--- config.mk ---
export PLATFORM = sky130hd
export DESIGN_NAME = alu_sequencer
export DESIGN_NICKNAME = d
export VERILOG_FILES = /design/src/rtl/mak8_pkg.sv /design/src/rtl/alu_sequencer.sv
export SDC_FILE = /design/constraint.sdc
export NUM_CORES = 1
export LEC_CHECK = 0
export ABC_AREA = 1
export BUFFER_PORTS_ARGS = -buffer_cell sky130_fd_sc_hd__buf_2
export CAP_MARGIN = 25
export CELL_PAD_IN_SITES_DETAIL_PLACEMENT = 0
export CELL_PAD_IN_SITES_GLOBAL_PLACEMENT = 1
export CORE_MARGIN = 2
export CORE_UTILIZATION = 38
export DETAILED_ROUTE_END_ITERATION = 8
export PLACE_DENSITY_LB_ADDON = 0.1
export SLEW_MARGIN = 5
export SYNTH_ARGS = -nofsm -noshare
export SYNTH_HDL_FRONTEND = slang
export SYNTH_SLANG_ARGS = --single-unit
--- constraint.sdc ---
create_clock -name clk -period 3.5 [get_ports clk]
set_input_delay 0.875 -clock clk [delete_from_list [all_inputs] [get_ports clk]]
set_output_delay 0.875 -clock clk [all_outputs]
set_load 0.005 [all_outputs]
--- src/rtl/mak8_pkg.sv ---
// Shared MAK-8 definitions.
// Used by the ALU and by alu_sequencer:
//   alu_op_t    - ALU operation select (ADD = 0 .. SHR = 7)
//   CMD_MUL     - command code for the 8x8->16 unsigned multiply
//   CMD_SINGLE  - value of cmd_code[3] that marks a single ALU op (0_ooo)
//   seq_state_t - alu_sequencer controller states
package mak8_pkg;

    typedef enum logic [2:0] {
        OP_ADD = 3'd0,
        OP_SUB = 3'd1,
        OP_AND = 3'd2,
        OP_OR  = 3'd3,
        OP_XOR = 3'd4,
        OP_NOT = 3'd5,
        OP_SHL = 3'd6,
        OP_SHR = 3'd7
    } alu_op_t;

    localparam logic [3:0] CMD_MUL    = 4'b1000;
    localparam logic       CMD_SINGLE = 1'b0;

    typedef enum logic [1:0] {
        IDLE     = 2'd0,
        EXEC     = 2'd1,
        MUL_STEP = 2'd2,
        DONE     = 2'd3
    } seq_state_t;

endpackage

--- src/rtl/alu_sequencer.sv ---
// alu_sequencer: multi-cycle controller between the MAK-8 execute stage and
// the shared 8-bit ALU (the ALU itself lives in the parent).
//
// Handshakes: a transfer happens on a rising clk edge where valid and ready
// are both high. The producer holds its payload stable while valid is high
// and ready is low. cmd_ready is high only in IDLE (and low during rst or
// flush); res_valid is high only in DONE.
//
// Ports:
//   clk, rst            clock, asynchronous active-high reset
//   cmd_valid/ready     command handshake; cmd_code, cmd_a, cmd_b payload
//   flush               synchronous abort of the in-flight command
//   res_valid/ready     result handshake; res_hi, res_lo, res_err payload
//   flag_z/c/n          persistent flag register
//   alu_a/b/op          drive to the shared ALU (0 outside EXEC / MUL_STEP)
//   alu_result/zero/carry/negative  ALU response
//   state_dbg           current controller state (seq_state_t encoding)
module alu_sequencer
    import mak8_pkg::*;
#(
    parameter int SUPPORT_MUL = 1
) (
    input  logic       clk,
    input  logic       rst,
    input  logic       cmd_valid,
    output logic       cmd_ready,
    input  logic [3:0] cmd_code,
    input  logic [7:0] cmd_a,
    input  logic [7:0] cmd_b,
    input  logic       flush,
    output logic       res_valid,
    input  logic       res_ready,
    output logic [7:0] res_hi,
    output logic [7:0] res_lo,
    output logic       res_err,
    output logic       flag_z,
    output logic       flag_c,
    output logic       flag_n,
    output logic [7:0] alu_a,
    output logic [7:0] alu_b,
    output logic [2:0] alu_op,
    input  logic [7:0] alu_result,
    input  logic       alu_zero,
    input  logic       alu_carry,
    input  logic       alu_negative,
    output logic [1:0] state_dbg
);

    seq_state_t state;
    seq_state_t state_next;

    logic [7:0] a_r;
    logic [7:0] b_r;
    logic [3:0] code_r;
    logic [7:0] hi;
    logic [7:0] lo;
    logic [7:0] mcand;
    logic [2:0] cnt;

    logic       accept;
    logic       cmd_is_mul;
    logic       code_is_single;
    logic       mul_last;
    logic [7:0] step_hi;
    logic [7:0] step_lo;

    // Held low while rst is asserted so nothing is offered before release.
    assign cmd_ready      = (state == IDLE) && !rst && !flush;
    assign accept         = cmd_valid && cmd_ready;
    assign cmd_is_mul     = (SUPPORT_MUL != 0) && (cmd_code == CMD_MUL);
    assign code_is_single = (code_r[3] == CMD_SINGLE);
    assign mul_last       = (cnt == 3'd7);
    assign res_valid      = (state == DONE);
    assign state_dbg      = state;

    // One shift-add step: {carry, sum} shifted right into the hi:lo pair.
    // The multiplier bits leave lo from the bottom as product bits enter
    // from the top.
    assign step_hi = {alu_carry, alu_result[7:1]};
    assign step_lo = {alu_result[0], lo[7:1]};

    always_ff @(posedge clk or posedge rst) begin
        if (rst) begin
            state <= IDLE;
        end else begin
            state <= state_next;
        end
    end

    always_comb begin
        state_next = state;
        alu_a      = 8'h00;
        alu_b      = 8'h00;
        alu_op     = OP_ADD;
        case (state)
            IDLE: begin
                if (accept) begin
                    state_next = cmd_is_mul ? MUL_STEP : EXEC;
                end
            end
            EXEC: begin
                // Reserved codes leave the ALU inputs at 0.
                if (code_is_single) begin
                    alu_op = code_r[2:0];
                    alu_a  = a_r;
                    alu_b  = b_r;
                end
                state_next = DONE;
            end
            MUL_STEP: begin
                alu_op = OP_ADD;
                alu_a  = hi;
                alu_b  = lo[0] ? mcand : 8'h00;
                if (mul_last) begin
                    state_next = DONE;
                end
            end
            DONE: begin
                if (res_ready) begin
                    state_next = IDLE;
                end
            end
            default: state_next = IDLE;
        endcase
        // flush wins over every other transition, including res_ready.
        if (flush) begin
            state_next = IDLE;
        end
    end

    // Datapath. Result and flag registers only load on the transition into
    // DONE, so a flushed command never disturbs them.
    always_ff @(posedge clk or posedge rst) begin
        if (rst) begin
            a_r     <= 8'h00;
            b_r     <= 8'h00;
            code_r  <= 4'h0;
            hi      <= 8'h00;
            lo      <= 8'h00;
            mcand   <= 8'h00;
            cnt     <= 3'd0;
            res_hi  <= 8'h00;
            res_lo  <= 8'h00;
            res_err <= 1'b0;
            flag_z  <= 1'b0;
            flag_c  <= 1'b0;
            flag_n  <= 1'b0;
        end else begin
            case (state)
                IDLE: begin
                    if (accept) begin
                        a_r    <= cmd_a;
                        b_r    <= cmd_b;
                        code_r <= cmd_code;
                        hi     <= 8'h00;
                        lo     <= cmd_b;
                        mcand  <= cmd_a;
                        cnt    <= 3'd0;
                    end
                end
                EXEC: begin
                    if (!flush) begin
                        res_hi <= 8'h00;
                        if (code_is_single) begin
                            res_lo  <= alu_result;
                            res_err <= 1'b0;
                            flag_z  <= alu_zero;
                            flag_c  <= alu_carry;
                            flag_n  <= alu_negative;
                        end else begin
                            res_lo  <= 8'h00;
                            res_err <= 1'b1;
                        end
                    end
                end
                MUL_STEP: begin
                    hi  <= step_hi;
                    lo  <= step_lo;
                    cnt <= cnt + 3'd1;
                    if (mul_last && !flush) begin
                        res_hi  <= step_hi;
                        res_lo  <= step_lo;
                        res_err <= 1'b0;
                        flag_z  <= ({step_hi, step_lo} == 16'h0000);
                        flag_c  <= (step_hi != 8'h00);
                        flag_n  <= step_hi[7];
                    end
                end
                default: ;
            endcase
        end
    end

endmodule

* Word level (Yosys, flattened, before mapping)
Index checks and enable logic that the tools add are counted.
** Word-level totals
- Bits in registers :: 61
- Input bits :: 36
- Word-level logic and storage cells :: 84
** Operators by class
- Equality and inequality tests :: 12
- $add $sub $neg :: 1
- Mux-type cells :: 42
- Reductions and logical operators :: 16
** Operators by type and width (count)
- 8-bit one-hot mux with 2 select lines :: 6
- 8-bit two-way mux :: 10
- 16-bit zero test :: 1
- 1-bit two-way mux :: 12
- 2-bit two-way mux :: 5
- 3-bit two-way mux :: 3
- 2-bit inequality test, second input constant :: 4
- 1-bit one-hot mux with 2 select lines :: 4
- 2-bit one-hot mux with 4 select lines :: 1
- 8-bit nonzero test :: 1
- 3-bit inequality test, second input constant :: 2
- 3-bit one-hot mux with 2 select lines :: 1
- 3-bit AND reduction :: 2
- 2-bit equality test, second input constant :: 2
- 4-bit equality test, second input constant :: 1
- 1-bit logical AND :: 4
- 2-bit AND reduction :: 2
- 4-bit AND reduction :: 1
- 2-bit nonzero test :: 2
- 3-bit by 1-bit adder with 3-bit output, second input constant :: 1
- 3-bit equality test, second input constant :: 1
- 3-bit by 2-bit inequality test with 1-bit output, second input constant :: 1
- 2-bit by 1-bit equality test with 1-bit output, second input constant :: 1
- 1-bit zero test :: 2
- 2-bit zero test :: 1

* Depth between registers and ports, before layout
Gate-level depths: netlist of the first run.
- Depth in word-level cells :: 7
- Depth in mapped cells :: 9
- Mapped depth without buffers :: 8

* Worst setup path before layout of the first run
Ideal clock, no wire load.
- Path type :: input -> register
- From :: input rst
- To :: register hi[0]
- Buffers on the path :: 2
- Path slack :: 0.418 ns
- Data required time :: 3.417 ns
- Arrival :: 2.999 ns
- Stages :: 7
- Path through :: inv_1 -> nand4_4 -> o21ai_2 -> buf_6 -> buf_6 -> nand3_1 -> o21ai_0
** Between the ends
- Cells in the longest elaborated chain, start to end :: 6
** Ends and longest elaborated chain
- start, declared :: line alu_sequencer.sv:24 : input logic rst,
- 1-bit zero test (no line)
- 1-bit logical AND (2 in series) :: line alu_sequencer.sv:68 : assign cmd_ready = (state == IDLE) && !rst && !flush;
- 1-bit logical AND :: line alu_sequencer.sv:69 : assign accept = cmd_valid && cmd_ready;
- 2-bit inequality test (no line)
- 2-bit AND reduction (no line)
- end signal, assigned :: line alu_sequencer.sv:177 : hi <= step_hi;
- end, declared :: line alu_sequencer.sv:55 : logic [7:0] hi;
Every way passes these cells.
A chain may end at the register's enable or synchronous reset.

* Worst setup path after layout of the first run
- From :: register state[0], in the netlist state_dbg[0]
- To :: output alu_b[5]
** Between the ends
- Cells in the longest elaborated chain, start to end :: 2
** Ends and longest elaborated chain
- start, declared :: line alu_sequencer.sv:49 : seq_state_t state;
- start signal, assigned :: line alu_sequencer.sv:86 : state <= state_next;
- 2-bit equality test / 2-bit by 1-bit equality test with 1-bit output (equally long branches) :: line alu_sequencer.sv:95 : case (state)
- 8-bit one-hot mux with 2 select lines * :: line alu_sequencer.sv:95
- end, declared :: line alu_sequencer.sv:40 : output logic [7:0] alu_b,
Every way passes the cells marked *; elsewhere a longest branch is shown, timed or not.

==> results of run 1 <==
==> power by group through the flow <==
| stage | Combinational [W] | Sequential (W) | Clock (W) |
|---|---|---|---|
| global placement | 0.000717 | 0.00109 | 0 |
| finish | 0.000709 | 0.00108 | 0.000526 |
| detailed placement | 0.000717 | 0.00109 | 0 |
| floorplan | 0.000514 | 0.00105 | 0 |
| CTS | 0.000721 | 0.00108 | 0.000545 |
| global route | 0.000823 | 0.00111 | 0.000574 |
==> logic make-up after synthesis <==
| family | Yosys count | synth area share |
|---|---|---|
| simple gates | 180 | 0.246 |
| compound gates | 79 | 0.136 |
| buf+inv | 79 | 0.106 |
| flops | 61 | 0.488 |
| fa+ha+maj | 6 | 0.0240 |
==> routing by layer <==
layer,up-vias,global-route usage,part of all wire
met5,-,0,0
li1,1444,-,-
met4,0,0.0580,0.0045
met3,4,0.0471,0.044
met1,1315,0.275,0.46
met2,62,0.307,0.49
==> placed cells by master (no fill, tap or decap), drive strengths merged <==
master / instances
nand2: 105
buf: 84
dfrtp: 61
nand3: 55
inv: 55
o21ai: 47
a21oi: 22
nor2: 18
clkbuf: 10
o31ai: 7
ha: 6
clkinv: 4
nand4: 1
o21a: 1
nor3: 1
o211ai: 1
o21bai: 1
==> cells in the mapped netlist (all sizes together) <==
cell	count	area [µm²]
inv	55	206
o31ai	7	52.6
nand3	55	275
ha	6	75.1
o21a	1	7.51
nor2	18	67.6
clkinv	1	3.75
a21oi	22	110
nor3	1	10.0
o21ai	47	239
dfrtp	61	1530
o21bai	1	7.51
nand2	105	397
o211ai	1	7.51
nand4	1	21.3
clkbuf	11	42.5
buf	12	80.1
==> per-stage QoR <==
stage | power [W] | hold slack, ns | util | setup slack [ns] | instances
6_report | 0.00231 | 0.471 | 0.460 | 0.567 | 584
5_1_grt | 0.00251 | 0.498 | 0.460 | 0.325 | 584
2_1_floorplan | 0.00156 | 0.453 | - | 0.418 | 405
3_5_place_dp | 0.00181 | 0.460 | 0.442 | 0.790 | 571
3_3_place_gp | 0.00180 | 0.457 | 0.442 | 0.897 | 571
4_1_cts | 0.00235 | 0.478 | 0.460 | 0.513 | 584
==> registers in the layout, indices dropped and copies added (netlist names), 3 cells and up <==
register  cells
b_r           8
cnt           3
code_r        4
hi            8
lo            8
mcand         8
res_hi        8
res_lo        8
==> path summary, 6_finish.rpt <==
kind / end / from / depth (start not counted) / slack (ns)
setup / recovery: alu_b[5] / state_dbg[0] / 5 / 0.57
hold / removal: res_lo[7] / res_lo[7] / 2 / 0.47
setup reg to reg: cnt[2] / state_dbg[0] / 8 / 0.83
hold reg to reg: res_lo[7] / res_lo[7] / 2 / 0.47
max in group asynchronous: res_hi[2] / rst / 3 / 2.12
min in group asynchronous: mcand[6] / rst / 3 / 0.84
==> area by class of cell <==
class | count | area, µm²
clock buffers | 10 | 138
repair buffers | 84 | 435
fillers | 885 | 4370
flip-flops and latches | 61 | 1530
clock inverters | 3 | 15.0
well taps | 105 | 131
inverters | 56 | 210
multi-input cells | 265 | 1270
==> tightest hold or removal path, stage by stage (launching register included) <==
cell	delay, ns
dfrtp_1	0.34
nand2_1	0.05
nand2_1	0.05
==> summary.md, run 1 <==
| Metric | Value |
|---|---|
| Fmax | `341 MHz` |
| DP Wirelength | `6.02 mm` |
| Largest net degree at the start of global routing | `62` |
| Row Count | `33` |
| Sequential Power Share | `0.467` |
| DRT iter0 DRCs | `156` |
| Switch share | `0.378` |
| Synth Cell Area | `3130 µm²` |
| Setup TNS | `0 ns` |
| WL final | `8.28 mm` |
| FF+latch count, synth | `61` |
| Sink Count | `61` |
| Max Slew Vio Count | `0` |
| Num CTS Buffers | `9` |
| Clk pwr share | `0.227` |
| RSZ-0062 raised after global routing | `no` |
| DIE WIDTH | `94.7 µm` |
| Final net count | `519` |
| Share of layout cells above drive strength 1 | `0.213` |
| Top Ports | `79` |
| Crit Path Max Fanout | `23` |
| Worst slew margin | `0.460` |
| DR WL/cell | `14.2 µm` |
| CP peak stage delay | `0.68 ns` |
| Max VDD drop | `0.320 mV` |
| Layout area overhead | `19.1%` |
| N_diodes | `0` |
| Clock transition at the registers of the reported paths | `0.07 ns` |
| Initial Util | `0.387` |
| Vias in the first global route | `2683` |
| Post-synthesis sequential area ratio | `0.488` |
| CTS-repair resized insts | `0` |
| Combinational fraction of design power | `0.306` |
| Final setup vio count | `0` |
| Kind of critical path | `flop to output port` |
| Power density cells | `621 nW/µm²` |
| Netlist cell types | `24` |
| Grt ovf | `0` |
| Largest delay contributor family on the critical path | `adder cells` |
| Die H | `94.7 µm` |
| Clock Skew | `0.0126 ns` |
| Initial antenna violation count | `0` |
| Root Driver | `clkbuf_8` |
| Status | `complete, no violations` |
| Mapped Nets | `447` |
| CTS tree | `yes` |
| Fin crit share | `0.838` |
| Worst Setup End Kind | `output port` |
| Synthesized area per cell | `7.73 µm²` |
| Arrival @ worst endpoint | `2.06 ns` |
| First-pass GRT wire length | `13.4 mm` |
| Yosys warns | `0` |
| PortBufs | `78` |
| Max-cap violations | `0` |
| Worst-margin pin slew | `0.809 ns` |
| Int Pwr | `0.00144 W` |
| Final Instance Area | `3730 µm²` |
| Total GRT Usage | `0.197` |
| ANT nets after route | `0` |
| GPL Wtd Cong | `0.774` |
| Routed vias | `2825` |
| Worst skew pair latency | `0.34 ns` |
| Post-CTS Hold Buffers | `0` |
| Hold Fails Final Rpt | `0` |
| Core Box Area | `8090 µm²` |
| Final Critical Period | `2.93 ns` |
| Vias/cell | `4.84` |
| Die Area | `8980 µm²` |
| Clock Path Buffers | `2` |
| Post-placement cell area | `3570 µm²` |
| CP max stage cell | `ha_1` |
| Post-Synthesis Cells | `405` |
| Hold/Removal Path Class | `flop to flop` |
| Residual DRC count | `0` |
| CTS H-tree depth | `3` |
| CP Data Required Time | `2.62 ns` |
| Worst path cell trace | `inv_1 -> ha_1 -> nand3_1 -> a21oi_1 -> buf_2` |
| Postcts setup bufs | `0` |
| Leakage power figure | `1.95 nW` |
| Startpoint Class | `flop` |
| P_sw | `0.000875 W` |
| Drt pass-1 iters | `4` |
| Worst path buffer plus inverter count | `2` |
Note: power is estimated with default switching activity, not from simulation.
==> run 2, diff against run 1 <==
--- a/config.mk
+++ b/config.mk
@@ -11,7 +11,7 @@
 export CELL_PAD_IN_SITES_DETAIL_PLACEMENT = 0
 export CELL_PAD_IN_SITES_GLOBAL_PLACEMENT = 1
 export CORE_MARGIN = 2
-export CORE_UTILIZATION = 38
+export CORE_UTILIZATION = 34
 export DETAILED_ROUTE_END_ITERATION = 8
 export PLACE_DENSITY_LB_ADDON = 0.1
 export SLEW_MARGIN = 5
==> constraint.sdc (replaced) <==
create_clock -name clk -period 2.6 [get_ports clk]
set_input_delay 0.65 -clock clk [delete_from_list [all_inputs] [get_ports clk]]
set_output_delay 0.65 -clock clk [all_outputs]
set_load 0.005 [all_outputs]
==> run 2 against run 1 <==
Global-route usage is 1.1 points lower. Register-to-register slack worse by 0.19 ns. Critical path depth is 1 higher. Die area is 11% higher. Power is 50% higher.
==> summary.md, run 2 (synthesized netlist as in run 1, its figures left out) <==
| Metric | Value |
|---|---|
| Routed vias | `2887` |
| Final net count | `527` |
| Final setup vio count | `0` |
| Leakage power figure | `2.02 nW` |
| Initial Util | `0.345` |
| Row Count | `35` |
| Fmax | `405 MHz` |
| Most common cell after layout, fill and taps aside | `nand2_1` |
| Power density cells | `891 nW/µm²` |
| Area of the multi-input gates | `1270 µm²` |
| First-pass GRT wire length | `14.4 mm` |
| DRT iter0 DRCs | `136` |
| Clock Skew | `0.00898 ns` |
| Arrival @ worst endpoint | `1.82 ns` |
| Vias/cell | `4.80` |
| Worst-margin pin slew | `0.782 ns` |
| FF/Latch Area | `1530 µm²` |
| Residual DRC count | `0` |
| Grt ovf | `0` |
| Core Box Area | `9060 µm²` |
| Hold/Removal Path Class | `flop to flop` |
| Kind of critical path | `flop to output port` |
| Worst Setup End Kind | `output port` |
| Top Ports | `79` |
| PortBufs | `78` |
| Num CTS Buffers | `9` |
| Total GRT Usage | `0.186` |
| N_diodes | `0` |
| Startpoint Class | `flop` |
| Crit Path Max Fanout | `18` |
| Hold Fails Final Rpt | `0` |
| DP Wirelength | `6.69 mm` |
| Worst slew margin | `0.479` |
| Min Hold Slack | `0.478 ns` |
| Largest net degree at the start of global routing | `62` |
| Die H | `99.9 µm` |
| DR WL/cell | `14.6 µm` |
| Most frequent cells in the layout | `nand2_1 (104), buf_2 (78), dfrtp_1 (60)` |
| Fillers | `992` |
| Share of layout cells above drive strength 1 | `0.235` |
| Die Area | `9990 µm²` |
| DIE WIDTH | `99.9 µm` |
| Root Driver | `clkbuf_8` |
| Clock transition at the registers of the reported paths | `0.07 ns` |
| RSZ-0062 raised after global routing | `no` |
| Final Power | `0.00347 W` |
| CP Data Required Time | `1.95 ns` |
| Setup TNS | `0 ns` |
| Worst skew pair latency | `0.34 ns` |
| CTS H-tree depth | `3` |
| Final Critical Period | `2.47 ns` |
| Fin crit share | `0.949` |
| Drt pass-1 iters | `4` |
| Max-cap violations | `0` |
| Layout area overhead | `24.6%` |
| GPL Wtd Cong | `0.843` |
| Clock Path Buffers | `2` |
| Initial antenna violation count | `0` |
| Max Slew Vio Count | `0` |
| ANT nets after route | `0` |
| Sink Count | `61` |
| Vias in the first global route | `2917` |
| Status | `complete, no violations` |
| Max VDD drop | `0.407 mV` |
| WL final | `8.79 mm` |
| CTS tree | `yes` |
run 2: cell types whose count changed in the layout (fill, tap and decap cells not counted), sizes merged:
cell | before | now
inv | 55 | 53
bufinv | 0 | 2
clkinvlp | 0 | 3
buf | 84 | 92
run 2: stage by stage:
step | std cells | instance area [µm²] | util | setup WS (ns)
finish | 601 | 3900 | 0.430 | 0.132
global route | 601 | 3900 | 0.430 | 0.0000859
CTS | 600 | 3870 | 0.427 | 0.125
detailed placement | 584 | 3650 | 0.403 | 0.518
global placement | 584 | 3650 | 0.403 | 0.528
floorplan | 405 | 3130 | - | 0.103
run 2: area by class of cell:
cell class,instances,share of cell area
Multi-Input combinational cell,265,0.326
Inverter,56,0.0558
Clock buffer,10,0.0353
Clock inverter,6,0.0221
Tap cell,111,0.0356
Sequential cell,61,0.392
Timing Repair Buffer,92,0.134
run 2: worst max-delay path, cell delays in order (launching register included):
cell,delay (ns)
dfrtp_2,0.44
inv_1,0.09
ha_1,0.32
buf_12,0.19
nand2_1,0.06
a21oi_1,0.21
buf_2,0.16
run 2: power breakdown:
group | leakage (nW) | internal, W | switching (W)
Clock | 0.112 | 0.000564 | 0.000398
Sequential | 0.788 | 0.00125 | 0.000220
Combinational | 1.12 | 0.000410 | 0.000635
Total | 2.02 | 0.00222 | 0.00125
run 2: final timing paths:
| path | to | start | slack [ns] | cells after the start |
|---|---|---|---|---|
| worst min-delay path | res_lo[3] | res_lo[3] | 0.48 | 2 |
| worst max-delay path | alu_a[6] | state_dbg[0] | 0.13 | 6 |
| worst max register to register | res_lo[4] | state_dbg[0] | 0.64 | 7 |
| min in group asynchronous | mcand[1] | rst | 0.62 | 3 |
| max in group asynchronous | state_dbg[0] | rst | 1.43 | 3 |
| worst min register to register | res_lo[3] | res_lo[3] | 0.48 | 2 |
run 2: per-layer routing:
metal  track usage  part of all wire  vias to the layer above
met3        0.0501             0.050                        9
met4        0.0474             0.012                        0
met5             0                 0                        -
met2         0.302              0.48                       56
li1              -                 -                     1454
met1         0.249              0.46                     1368
run 2: what timing repair did:
| action | in CTS | in global routing |
|---|---|---|
| endpoints found under the setup margin | 0 | 13 |
| hold buffers | 0 | 0 |
| resized for setup | 0 | 2 |
| setup buffers | 0 | 1 |
==> run 3, diff against run 2 <==
--- a/config.mk
+++ b/config.mk
@@ -13,7 +13,9 @@
 export CORE_MARGIN = 2
 export CORE_UTILIZATION = 34
 export DETAILED_ROUTE_END_ITERATION = 8
+export MAX_ROUTING_LAYER = met4
 export PLACE_DENSITY_LB_ADDON = 0.1
+export SKIP_CTS_REPAIR_TIMING = 1
 export SLEW_MARGIN = 5
 export SYNTH_ARGS = -nofsm -noshare
 export SYNTH_HDL_FRONTEND = slang
==> run 3 against run 2 <==
Register-to-register slack about the same. Worst setup slack improved by 0.027 ns. Cell area barely moved. Power about the same. Flip-flop and latch count did not move. Combinational power is essentially flat. Clock skew is 0.0024 ns lower. Die area unchanged. Maximum frequency increased by 1.1%. Non-clock buffer count unchanged.
==> summary.md, run 3 (synthesized netlist as in run 1, its figures left out) <==
| Metric | Value |
|---|---|
| Status | `complete, no violations` |
| Setup TNS | `0 ns` |
| Max VDD drop | `0.408 mV` |
| Num CTS Buffers | `9` |
| Fmax | `410 MHz` |
| ANT nets after route | `0` |
| Row Count | `35` |
| Hold Path Depth | `2` |
| DIE WIDTH | `99.9 µm` |
| Largest net degree at the start of global routing | `62` |
| Power density cells | `891 nW/µm²` |
| Vias/cell | `4.80` |
| Arrival @ worst endpoint | `1.79 ns` |
| Most frequent cells in the layout | `nand2_1 (104), buf_2 (78), dfrtp_1 (60)` |
| Final Critical Period | `2.44 ns` |
| Clock Skew | `0.00656 ns` |
| Max Slew Vio Count | `0` |
| R2R Setup Slk | `0.64 ns` |
| First-pass GRT wire length | `14.4 mm` |
| Hold Fails Final Rpt | `0` |
| CP Data Required Time | `1.95 ns` |
| DRT iter0 DRCs | `130` |
| Max-cap violations | `0` |
| WL final | `8.83 mm` |
| Worst r2r path cells | `7` |
| Share of layout cells above drive strength 1 | `0.235` |
| Most common cell after layout, fill and taps aside | `nand2_1` |
| Core Box Area | `9060 µm²` |
| Sink Count | `61` |
| GPL Wtd Cong | `0.856` |
| Hold/Removal Path Class | `flop to flop` |
| Worst path buffer plus inverter count | `4` |
| FF-to-FF Start | `state_dbg[0]` |
| Worst skew pair latency | `0.34 ns` |
| Hold EP | `res_lo[3]` |
| CP peak stage delay | `0.42 ns` |
| Routed vias | `2890` |
| Kind of critical path | `flop to output port` |
| Vias in the first global route | `2912` |
| Die H | `99.9 µm` |
| Clock Path Buffers | `2` |
| Worst path cell trace | `inv_1 -> ha_1 -> clkinvlp_4 -> buf_12 -> a21oi_1 -> buf_2` |
| Largest delay contributor family on the critical path | `buffers and inverters` |
| Worst-margin pin slew | `0.797 ns` |
| Final core occ | `0.430` |
| Leakage power figure | `2.02 nW` |
| Drt pass-1 iters | `4` |
| Fin crit share | `0.939` |
| Root Driver | `clkbuf_8` |
| Top Ports | `79` |
| Crit Path Max Fanout | `12` |
| Grt ovf | `0` |
| RSZ-0062 raised after global routing | `no` |
| Layout area overhead | `24.7%` |
| CTS tree | `yes` |
| Die Area | `9990 µm²` |
| PortBufs | `78` |
| Worst slew margin | `0.469` |
| Initial Util | `0.345` |
| Final net count | `527` |
| CTS H-tree depth | `3` |
| Residual DRC count | `0` |
| Final setup vio count | `0` |
| DP Wirelength | `6.69 mm` |
| Clock transition at the registers of the reported paths | `0.07 ns` |
| Total GRT Usage | `0.192` |
| CP max stage cell | `dfrtp_1` |
| Dpl ws | `0.518 ns` |
| Critical R2R Capture | `res_lo[4]` |
| Hold path startpoint | `res_lo[3]` |
| DR WL/cell | `14.7 µm` |
| Worst Setup End Kind | `output port` |
| Setup ws final | `0.159 ns` |
| Initial antenna violation count | `0` |
| Startpoint Class | `flop` |
run 3: per-stage QoR:
step	total power [W]	hold slack, ns	cells	instance area (µm²)
5_1_grt	0.00375	0.505	601	3900
6_report	0.00348	0.478	602	3900
4_1_cts	0.00347	0.487	600	3870
2_1_floorplan	0.00210	0.453	405	3130
3_3_place_gp	0.00250	0.463	584	3650
3_5_place_dp	0.00250	0.468	584	3650
run 3: power breakdown:
| group | internal [W] | leakage (nW) | switching (W) | total, W |
|---|---|---|---|---|
| clock network | 0.000564 | 0.112 | 0.000397 | 0.000961 |
| registers | 0.00125 | 0.788 | 0.000219 | 0.00147 |
| logic | 0.000410 | 1.12 | 0.000639 | 0.00105 |
run 3: how the worst max path moves through the flow:
stage | startpoint | end | cells after the start
4_1_cts | state_dbg[0] | alu_a[6] | 6
5_1_grt | state_dbg[0] | alu_a[6] | 6
6_report | state_dbg[1] | alu_a[4] | 6
2_1_floorplan | rst | hi[0] | 7
3_3_place_gp | state_dbg[1] | alu_a[6] | 5
3_5_place_dp | state_dbg[0] | alu_a[6] | 6
run 3: layout make-up:
| type | instances | area [µm²] |
|---|---|---|
| Inverter | 56 | 218 |
| Timing Repair Buffer | 92 | 520 |
| Clock buffer | 10 | 138 |
| Clock inverter | 6 | 86.3 |
| Sequential cell | 61 | 1530 |
| Antenna cell | 1 | 2.50 |
| Multi-Input combinational cell | 265 | 1270 |
| Fill cell | 993 | 5160 |
| Tap cell | 111 | 139 |
run 3: layer usage:
metal,vias to the layer above,wire length (µm),GRT usage
met5,-,0,-
met4,0,109,0.0474
met3,9,397,0.0474
met2,69,4110,0.302
met1,1357,4220,0.250
li1,1455,-,-
run 3: worst min-delay path, stage by stage, from the launching register on:
cell and delay [ns]:
dfrtp_1 0.34, nand2_1 0.05, nand2_1 0.05
